## config.mk

```make
export PLATFORM = sky130hd
export DESIGN_NAME = sar_result_capture
export DESIGN_NICKNAME = d
export VERILOG_FILES = /design/src/rtl/sar_result_capture.sv
export SDC_FILE = /design/constraint.sdc
export NUM_CORES = 1
export LEC_CHECK = 0
export CORE_AREA = 8 8 97 99
export CTS_CLUSTER_SIZE = 20
export DETAILED_ROUTE_END_ITERATION = 6
export DIE_AREA = 0 0 105 107
export PLACE_DENSITY = 0.68
export SLEW_MARGIN = 20
export SYNTH_ARGS = -nofsm -noshare
export SYNTH_HDL_FRONTEND = slang
export SYNTH_SLANG_ARGS = --single-unit
```

## constraint.sdc

```tcl
create_clock -name clk -period 3.05 [get_ports clk]
set_clock_uncertainty 0.1 [all_clocks]
set_input_delay 0.61 -clock clk [delete_from_list [all_inputs] [get_ports clk]]
set_output_delay 0.61 -clock clk [all_outputs]
set_load 0.005 [all_outputs]
```

## src/rtl/sar_result_capture.sv

```systemverilog
// sar_result_capture
// Receiving end of the SAR conversion interface. It watches the sequencer
// strobes, checks the sample/convert/latch framing and captures each finished
// 8-bit code on the rising edge of eoc_in. Results go into a first-word
// fall-through FIFO that is drained over a valid/ready stream.
//
// Optional feature, macro SAR_CAPTURE_AVG_EN: when defined, 2**AVG_LOG2
// consecutive captures are summed and one truncated average is pushed per
// block. When it is undefined, every capture pushes code_in directly and no
// accumulator logic exists.
module sar_result_capture #(
   parameter int DEPTH    = 4,
   parameter int AVG_LOG2 = 2
) (
   input  logic        clk,
   input  logic        rst,
   input  logic [7:0]  code_in,
   input  logic        sample_clk_in,
   input  logic        reg_clk_in,
   input  logic        eoc_in,
   output logic [7:0]  out_data,
   output logic        out_valid,
   input  logic        out_ready,
   input  logic        clr_flags,
   output logic        overflow,
   output logic        frame_err,
   output logic [15:0] conv_count
);

   localparam int PTR_W = (DEPTH > 1) ? $clog2(DEPTH) : 1;
   localparam int CNT_W = PTR_W + 1;

   // Reject configurations the pointer arithmetic cannot support.
   if (DEPTH < 2 || (DEPTH & (DEPTH - 1)) != 0 || AVG_LOG2 < 1 || AVG_LOG2 > 7) begin : g_param_check
      $error("sar_result_capture: DEPTH must be a power of two >= 2 and AVG_LOG2 in 1..7");
   end

   typedef enum logic [1:0] {
      ST_IDLE       = 2'd0,
      ST_SAMPLED    = 2'd1,
      ST_CONVERTING = 2'd2
   } state_e;

   // ------------------------------------------------------------------
   // Declarations
   // ------------------------------------------------------------------
   logic             eoc_q, eoc_d;
   logic             cap_evt;

   state_e           state_q, state_d;
   logic [3:0]       bit_cnt_q, bit_cnt_d;
   logic             cap_legal;
   logic             frame_viol;

   logic             push_req;
   logic [7:0]       push_data;

   logic [7:0]       mem_q [DEPTH];
   logic [PTR_W-1:0] wr_ptr_q, wr_ptr_d;
   logic [PTR_W-1:0] rd_ptr_q, rd_ptr_d;
   logic [CNT_W-1:0] count_q, count_d;
   logic [7:0]       out_data_q, out_data_d;
   logic             ovf_q, ovf_d;
   logic             ferr_q, ferr_d;
   logic [15:0]      conv_cnt_q, conv_cnt_d;

   logic             full;
   logic             pop;
   logic             push_acc;
   logic             drop;

   // ------------------------------------------------------------------
   // EOC edge detect: one capture event per rising edge, however long
   // eoc_in stays high.
   // ------------------------------------------------------------------
   assign cap_evt = eoc_in & ~eoc_q;

   // Next value of the EOC history flop.
   always_comb begin
      eoc_d = eoc_in;
   end

   // EOC history register.
   always_ff @(posedge clk) begin
      // NOTE: sequential state uses non-blocking assignments so every flop
      // samples pre-edge values regardless of process ordering.
      if (rst) begin
         eoc_q <= 1'b0;
      end else begin
         eoc_q <= eoc_d;
      end
   end

   // ------------------------------------------------------------------
   // Framing FSM
   // ------------------------------------------------------------------

   // State register and conversion bit counter.
   always_ff @(posedge clk) begin
      if (rst) begin
         state_q   <= ST_IDLE;
         bit_cnt_q <= 4'd0;
      end else begin
         state_q   <= state_d;
         bit_cnt_q <= bit_cnt_d;
      end
   end

   // Next-state logic: a capture always ends the frame; otherwise follow
   // the sample/convert sequence, restarting on a sample strobe mid-conversion.
   always_comb begin
      // NOTE: every combinational output gets a default first so no path
      // leaves it unassigned and no latch is inferred.
      state_d   = state_q;
      bit_cnt_d = bit_cnt_q;
      if (cap_evt) begin
         state_d = ST_IDLE;
      end else begin
         unique case (state_q)
            ST_IDLE: begin
               if (sample_clk_in) state_d = ST_SAMPLED;
            end
            ST_SAMPLED: begin
               if (!sample_clk_in) begin
                  state_d   = ST_CONVERTING;
                  bit_cnt_d = 4'd0;
               end
            end
            ST_CONVERTING: begin
               if (sample_clk_in) begin
                  state_d = ST_SAMPLED;
               end else if (bit_cnt_q != 4'd15) begin
                  bit_cnt_d = bit_cnt_q + 4'd1;
               end
            end
            default: begin
               state_d = ST_IDLE;
            end
         endcase
      end
   end

   // FSM outputs: capture legality and framing violations.
   always_comb begin
      cap_legal  = cap_evt && (state_q == ST_CONVERTING) &&
                   (bit_cnt_q >= 4'd8) && reg_clk_in;
      frame_viol = (cap_evt && !cap_legal) ||
                   (!cap_evt && (state_q == ST_CONVERTING) && sample_clk_in);
   end

   // ------------------------------------------------------------------
   // Push source
   // ------------------------------------------------------------------
`ifdef SAR_CAPTURE_AVG_EN
   localparam int ACC_W = 8 + AVG_LOG2;

   logic [ACC_W-1:0]    acc_q, acc_d;
   logic [AVG_LOG2-1:0] nsmp_q, nsmp_d;
   logic [ACC_W-1:0]    acc_sum;

   // Accumulate captures; the last one of a block pushes the truncated mean.
   // A framing violation discards the partial block.
   always_comb begin
      acc_d     = acc_q;
      nsmp_d    = nsmp_q;
      push_req  = 1'b0;
      acc_sum   = acc_q + {{AVG_LOG2{1'b0}}, code_in};
      push_data = acc_sum[ACC_W-1:AVG_LOG2];
      if (frame_viol) begin
         acc_d  = '0;
         nsmp_d = '0;
      end else if (cap_evt) begin
         if (&nsmp_q) begin
            push_req = 1'b1;
            acc_d    = '0;
            nsmp_d   = '0;
         end else begin
            acc_d  = acc_sum;
            nsmp_d = nsmp_q + {{(AVG_LOG2-1){1'b0}}, 1'b1};
         end
      end
   end

   // Accumulator and sample-count registers.
   always_ff @(posedge clk) begin
      if (rst) begin
         acc_q  <= '0;
         nsmp_q <= '0;
      end else begin
         acc_q  <= acc_d;
         nsmp_q <= nsmp_d;
      end
   end
`else
   // Every capture event pushes the sequencer code as-is.
   always_comb begin
      push_req  = cap_evt;
      push_data = code_in;
   end
`endif

   // ------------------------------------------------------------------
   // FIFO and status
   // ------------------------------------------------------------------
   assign full     = (count_q == CNT_W'(DEPTH));
   assign pop      = (count_q != '0) && out_ready;
   // A pop in the same cycle frees the slot a full FIFO needs.
   assign push_acc = push_req && (!full || pop);
   assign drop     = push_req && full && !pop;

   // Pointer, occupancy, head register and counter updates.
   always_comb begin
      wr_ptr_d   = wr_ptr_q;
      rd_ptr_d   = rd_ptr_q;
      count_d    = count_q;
      conv_cnt_d = conv_cnt_q;
      out_data_d = out_data_q;

      if (push_acc) begin
         wr_ptr_d   = wr_ptr_q + PTR_W'(1);
         conv_cnt_d = conv_cnt_q + 16'd1;
      end
      if (pop) begin
         rd_ptr_d = rd_ptr_q + PTR_W'(1);
      end
      unique case ({push_acc, pop})
         2'b10:   count_d = count_q + CNT_W'(1);
         2'b01:   count_d = count_q - CNT_W'(1);
         default: count_d = count_q;
      endcase

      // Head register tracks mem[rd_ptr]; when the new head is the entry
      // being written this cycle, forward it. Holds when the FIFO drains.
      if (count_d != '0) begin
         if (push_acc && (wr_ptr_q == rd_ptr_d)) begin
            out_data_d = push_data;
         end else begin
            out_data_d = mem_q[rd_ptr_d];
         end
      end
   end

   // Sticky flags: a set in the same cycle as clr_flags wins.
   always_comb begin
      ovf_d  = drop       | (ovf_q  & ~clr_flags);
      ferr_d = frame_viol | (ferr_q & ~clr_flags);
   end

   // FIFO storage write.
   always_ff @(posedge clk) begin
      // NOTE: the storage array has no reset; occupancy and the head
      // register are reset, so stale entries are never visible.
      if (push_acc) begin
         mem_q[wr_ptr_q] <= push_data;
      end
   end

   // FIFO control, head and status registers.
   always_ff @(posedge clk) begin
      if (rst) begin
         wr_ptr_q   <= '0;
         rd_ptr_q   <= '0;
         count_q    <= '0;
         out_data_q <= 8'd0;
         ovf_q      <= 1'b0;
         ferr_q     <= 1'b0;
         conv_cnt_q <= 16'd0;
      end else begin
         wr_ptr_q   <= wr_ptr_d;
         rd_ptr_q   <= rd_ptr_d;
         count_q    <= count_d;
         out_data_q <= out_data_d;
         ovf_q      <= ovf_d;
         ferr_q     <= ferr_d;
         conv_cnt_q <= conv_cnt_d;
      end
   end

   assign out_data   = out_data_q;
   assign out_valid  = (count_q != '0);
   assign overflow   = ovf_q;
   assign frame_err  = ferr_q;
   assign conv_count = conv_cnt_q;

endmodule

```

==> Yosys cells after proc, flatten, opt, wreduce, memory -nomap -nowiden <==
Memory sizes are Yosys's and may differ from the RTL's. A register that Yosys moved wholly into a read port is not among the register bits.
Index checks and enable logic that the tools add are counted.
{ "word_totals": {"word_cells": 70, "inputBits": 15, "register_bits": 32, "mem_count": 1, "mem_bits_rw": 32} }
{ "op_classes": {"n_addsub": 6, "n_lt_le_gt_ge": 1, "bitwise_logic": 8, "n_reduce_logical": 24, "eq_ne": 10, "muxes": 11} }
{ "mem_list": {"columns": ["name", "depth", "word_bits", "rd", "rd_ports_with_merged_regs", "write_ports", "line", "rtl"], "rows": [
  ["mem_q", 4, 8, 1, 1, 1, "58", "logic [7:0] mem_q [DEPTH];"]
]} }
{ "op_table": {"columns": ["operator", "n"], "rows": [
  ["$add 16x1->16 const B", 1],
  ["$mux 4", 3],
  ["$logic_and 1x1->1", 10],
  ["$pmux 4 s2", 1],
  ["$mux 2", 3],
  ["$ne 2x2->1 const B", 3],
  ["$pmux 3 s2", 1],
  ["$reduce_bool 3->1", 2],
  ["$reduce_and 5->1", 1],
  ["$add 2x1->2 const B", 2],
  ["$add 4x1->4 const B", 1],
  ["$eq 2x1->1 const B", 2],
  ["$eq 2x2->1 const B", 2],
  ["$ge 4x4->1 const B", 1],
  ["$logic_not 1->1", 4],
  ["$ne 4x4->1 const B", 1],
  ["$pmux 2 s2", 1],
  ["$reduce_or 2->1", 2],
  ["$add 3x1->3 const B", 1],
  ["$and 1x1->1", 3],
  ["$eq 3x3->1 const B", 1],
  ["$not 1->1", 3],
  ["$sub 3x1->3 const B", 1],
  ["$logic_not 2->1", 1],
  ["other kinds (6)", 9]
]} }

==> Logic depth before layout (Yosys ltp) <==
{ "logic_depth": {"ltp_word": 9, "ltp_mapped": 10, "mapped_depth_nobuf": 9} }

==> Worst setup path before layout <==
No wires, ideal clock.
{ "synth_timing": {"path_type": "input-to-reg", "start": "input eoc_in", "end": "register out_data_q[2], in the netlist out_data[2], read port of mem_q", "required_ns": 2.814, "setup_time_ns": 0.136, "n_path_buf": 0, "stages": 8, "arrival_ns": 2.864, "setup_slack_ns": -0.051, "path_cell_list": "nor2b_1 -> nor2_1 -> inv_1 -> fa_1 -> or4_4 -> a221oi_4 -> a21o_4 -> a311oi_2"} }
{ "synth_via": {"elab_chain_len": 5, "word_cells_on_any_way": 6, "cone_classes": "eq/ne (2); mux (1); bitwise (1); reduce/logical (2)"} }
{ "synth_rtl": {"columns": ["element", "line", "rtl"], "rows": [
  ["start: declaration", "20", "input logic eoc_in,"],
  ["$and 1x1->1 (*)", "76", "assign cap_evt = eoc_in & ~eoc_q;"],
  ["$logic_and 1x1->1 (*)", "208", "assign push_acc = push_req && (!full || pop);"],
  ["$eq 2x1->1 / $eq 2x2->1 (equally long branches)", "226", "unique case ({push_acc, pop})"],
  ["$pmux 3 s2 (*)", "226", null],
  ["$reduce_bool 3->1 (*)", "234", "if (count_d != '0) begin"],
  ["end: declaration", "62", "logic [7:0] out_data_q, out_data_d;"]
]} }
Mark *: on every way between the ends. The rest lies on a longest branch, timed or not.
A chain may end at the register's enable or synchronous reset.

==> Worst setup path after layout <==
Same ends and word-level chain as after synthesis.

==> run metrics <==
initial antenna violation count 0; Fill cells between 700 and 800; clk_lat worst skew approximately 0.35 ns; Detail Placement HPWL 5050 microns; WP data required about 3.2 ns; Synth async-reset ratio 0; first-pass GRT wire length around 12,000 microns; PwrDens ~770 nW/um^2; DRC Markers 0; Unique masters post-synth 53; Area after DPL just over 4000 sq um; status finished, final reports clean; final core occ 0.541; GRT Util Overall 0.132; Remaining Overflow, GRT 0; most common cell in the netlist dfxtp_1; FMAX approximately 340 MHz; diode count 0; maximum capacitance violations 0; Root Buffer clkbuf_8; I/O pin count 42; die width between 100 and 150 microns; Seq/Total Area, Yosys 0.515; H-tree levels 3; TritonCTS clock tree built; Tcrit/Tclk final 0.967; Slew Viols, Final 0; Max-slew headroom 0.580; Worst Path Max Fanout 8; CTS max path bufs 2; vias in the first global route between 2,000 and 2,500; number of synthesized register bits around 70; height of the die 107 microns; mapped cell area between 3000 and 4000 sq um; TNS Setup 0 ns; DR WL/cell about 15 microns; Antenna Nets Post-Route 0; largest net degree at the start of global routing just over 40; # nets final between 300 and 400; Most used DFF post-synth dfxtp_1; routed via count roughly 2,400; Post-synth EDFFs 32; synthesized net count between 300 and 400; crit path DAT about 3.1 ns; final hold viol count 0; Peak VDD IR around 0.24 mV; Worst setup EP type flip-flop; # clock sinks between 70 and 80; CP max stage delay 0.56 ns; DRT Wirelength ~7200 microns; top cell type's share of synthesized area 0.281; GPL Wtd Cong around 0.74; critical path type input pin to flip-flop; critical-path cell list clkdlybuf4s50_1, nor2b_1, nor2_2, inv_1, fa_2, or4_4, a221oi_4, buf_4, a21o_4, a311oi_2; post-synth top area cell edfxtp_1; LEAKAGE roughly 0.0015 uW; Hold WC Path Type flip-flop to flip-flop; CTS clk-pin slew, worst paths roughly 0.08 ns; Final min period between 2 and 3 ns; FP Rows 33; startpoint types input pin; port bufs 41; Post-synth top cells dfxtp_1 (40), edfxtp_1 (32), nor2_1 (28), xnor2_1 (17), nand2_1 (15); share of post-route cells with drive strength above 1 0.189; Area growth syn-to-layout 25.2%; RSZ-0062 raised after global routing no; synth warn 0; Starting Density 0.432; Slowest-stage cell, CP or4_4; die area approximately 11,000 sq um; Synth Instances about 290; Vias/cell around 5.2; post-layout instance area 4290 sq um; syn avg cell area about 12 sq um; DRT iter0 DRCs about 110; count of final setup violators 0; dominant cells by area after synthesis edfxtp_1 (28%), dfxtp_1 (23%), ha_1 (4.4%); core area roughly 7900 sq um; TritonCTS Buffers 9; 1st-pass router iterations 4; actual slew at the worst max-slew pin 0.622 ns
## critical path: cells and delay by family
kind / cells / cell delay (ns)
simple gates: 3 / 0.85
buf+inv: 3 / 0.67
compound gates: 3 / 0.60
fa+ha+maj: 1 / 0.34
## path summary, 6_finish.rpt
path | end | depth (start not counted) | startpoint | slack, ns
worst max-delay path | out_data[2]$_SDFFE_PP0P_ | 10 | eoc_in | 0.1
worst min-delay path | wr_ptr_q[1]$_SDFFE_PP0P_ | 2 | wr_ptr_q[1]$_SDFFE_PP0P_ | 0.42
worst max register to register | out_data[2]$_SDFFE_PP0P_ | 9 | count_q[1]$_SDFF_PP0_ | 0.35
worst min register to register | wr_ptr_q[1]$_SDFFE_PP0P_ | 2 | wr_ptr_q[1]$_SDFFE_PP0P_ | 0.42
## metrics by stage
| step | hold slack, ns | setup slack [ns] | total power, uW | cells |
|---|---|---|---|---|
| final | 0.418 | 0.0992 | 3280 | 465 |
| after global routing | 0.457 | 0.000941 | 3470 | 465 |
| after CTS | 0.426 | 0.0558 | 3300 | 464 |
| after detailed placement | 0.415 | -0.293 | 2590 | 448 |
| after global placement | 0.408 | -0.231 | 2560 | 448 |
| after floorplan | 0.387 | 0.0424 | 2090 | 292 |
## metal layers
layer | GRT usage | wire length [microns]
met5 | 0 | 0
met2 | 0.217 | 3480
met4 | 0.0581 | 113
met3 | 0.0486 | 330
met1 | 0.152 | 3250
## placed cells by master, fill, tap and decap left out, types with 2 or more instances in the layout
cell type         n
nor3b_1           4
nor3_1           12
nor4_1            5
xor2_1            3
o31a_1            2
mux2i_1           8
clkinvlp_4        2
nand4b_1          2
inv_6             2
nand2_1          15
edfxtp_1         32
ha_1             12
and2_1            5
clkdlybuf4s50_1  41
dfxtp_1          40
nor2b_1           6
a21oi_1           7
mux4_2            6
a211oi_1          9
clkbuf_8          9
nand3_1           5
inv_1            14
and3_1            2
clkinv_4          2
nand4_1           3
nor2_1           27
a31oi_1           2
o21ai_0           7
xnor2_1          17
buf_4            22
a211oi_2          8
## flip-flops by register name, indices dropped and copies added (netlist names), 2 cells and up
signal	cells
conv_count	16
mem_q	32
state_q	2
out_data	8
bit_cnt_q	4
count_q	3
rd_ptr_q	2
wr_ptr_q	2
## kinds of logic after synthesis
kind of cell,Yosys count,synth area share
simple gates,99,0.154
flops,72,0.515
compound gates,44,0.112
buf+inv,27,0.0365
xor+xnor,22,0.0625
mux,15,0.0705
fa+ha+maj,13,0.0497
## final cells by class
cell class	instances	area, sq um	area share
Tap cell	105	131	0.0307
Clock inverter	7	61.3	0.0143
Inverter	14	52.6	0.0123
Clock buffer	9	124	0.0289
Multi-Input combinational cell	193	1550	0.361
Timing Repair Buffer	65	607	0.142
Sequential cell	72	1760	0.411
## power by group
group          internal [uW]  total [uW]  switching (uW)
combinational            751        1360             612
sequential              1110        1220             103
clock                    309         703             394
total                   2170        3280            1110
## repair_timing
item / CTS / global route
setup endpoints to repair: 0 / 5
gates resized for setup: 0 / 3
setup buffers: 0 / 1
hold buffers: 0 / 0
Power figures use the tool's default switching activity.
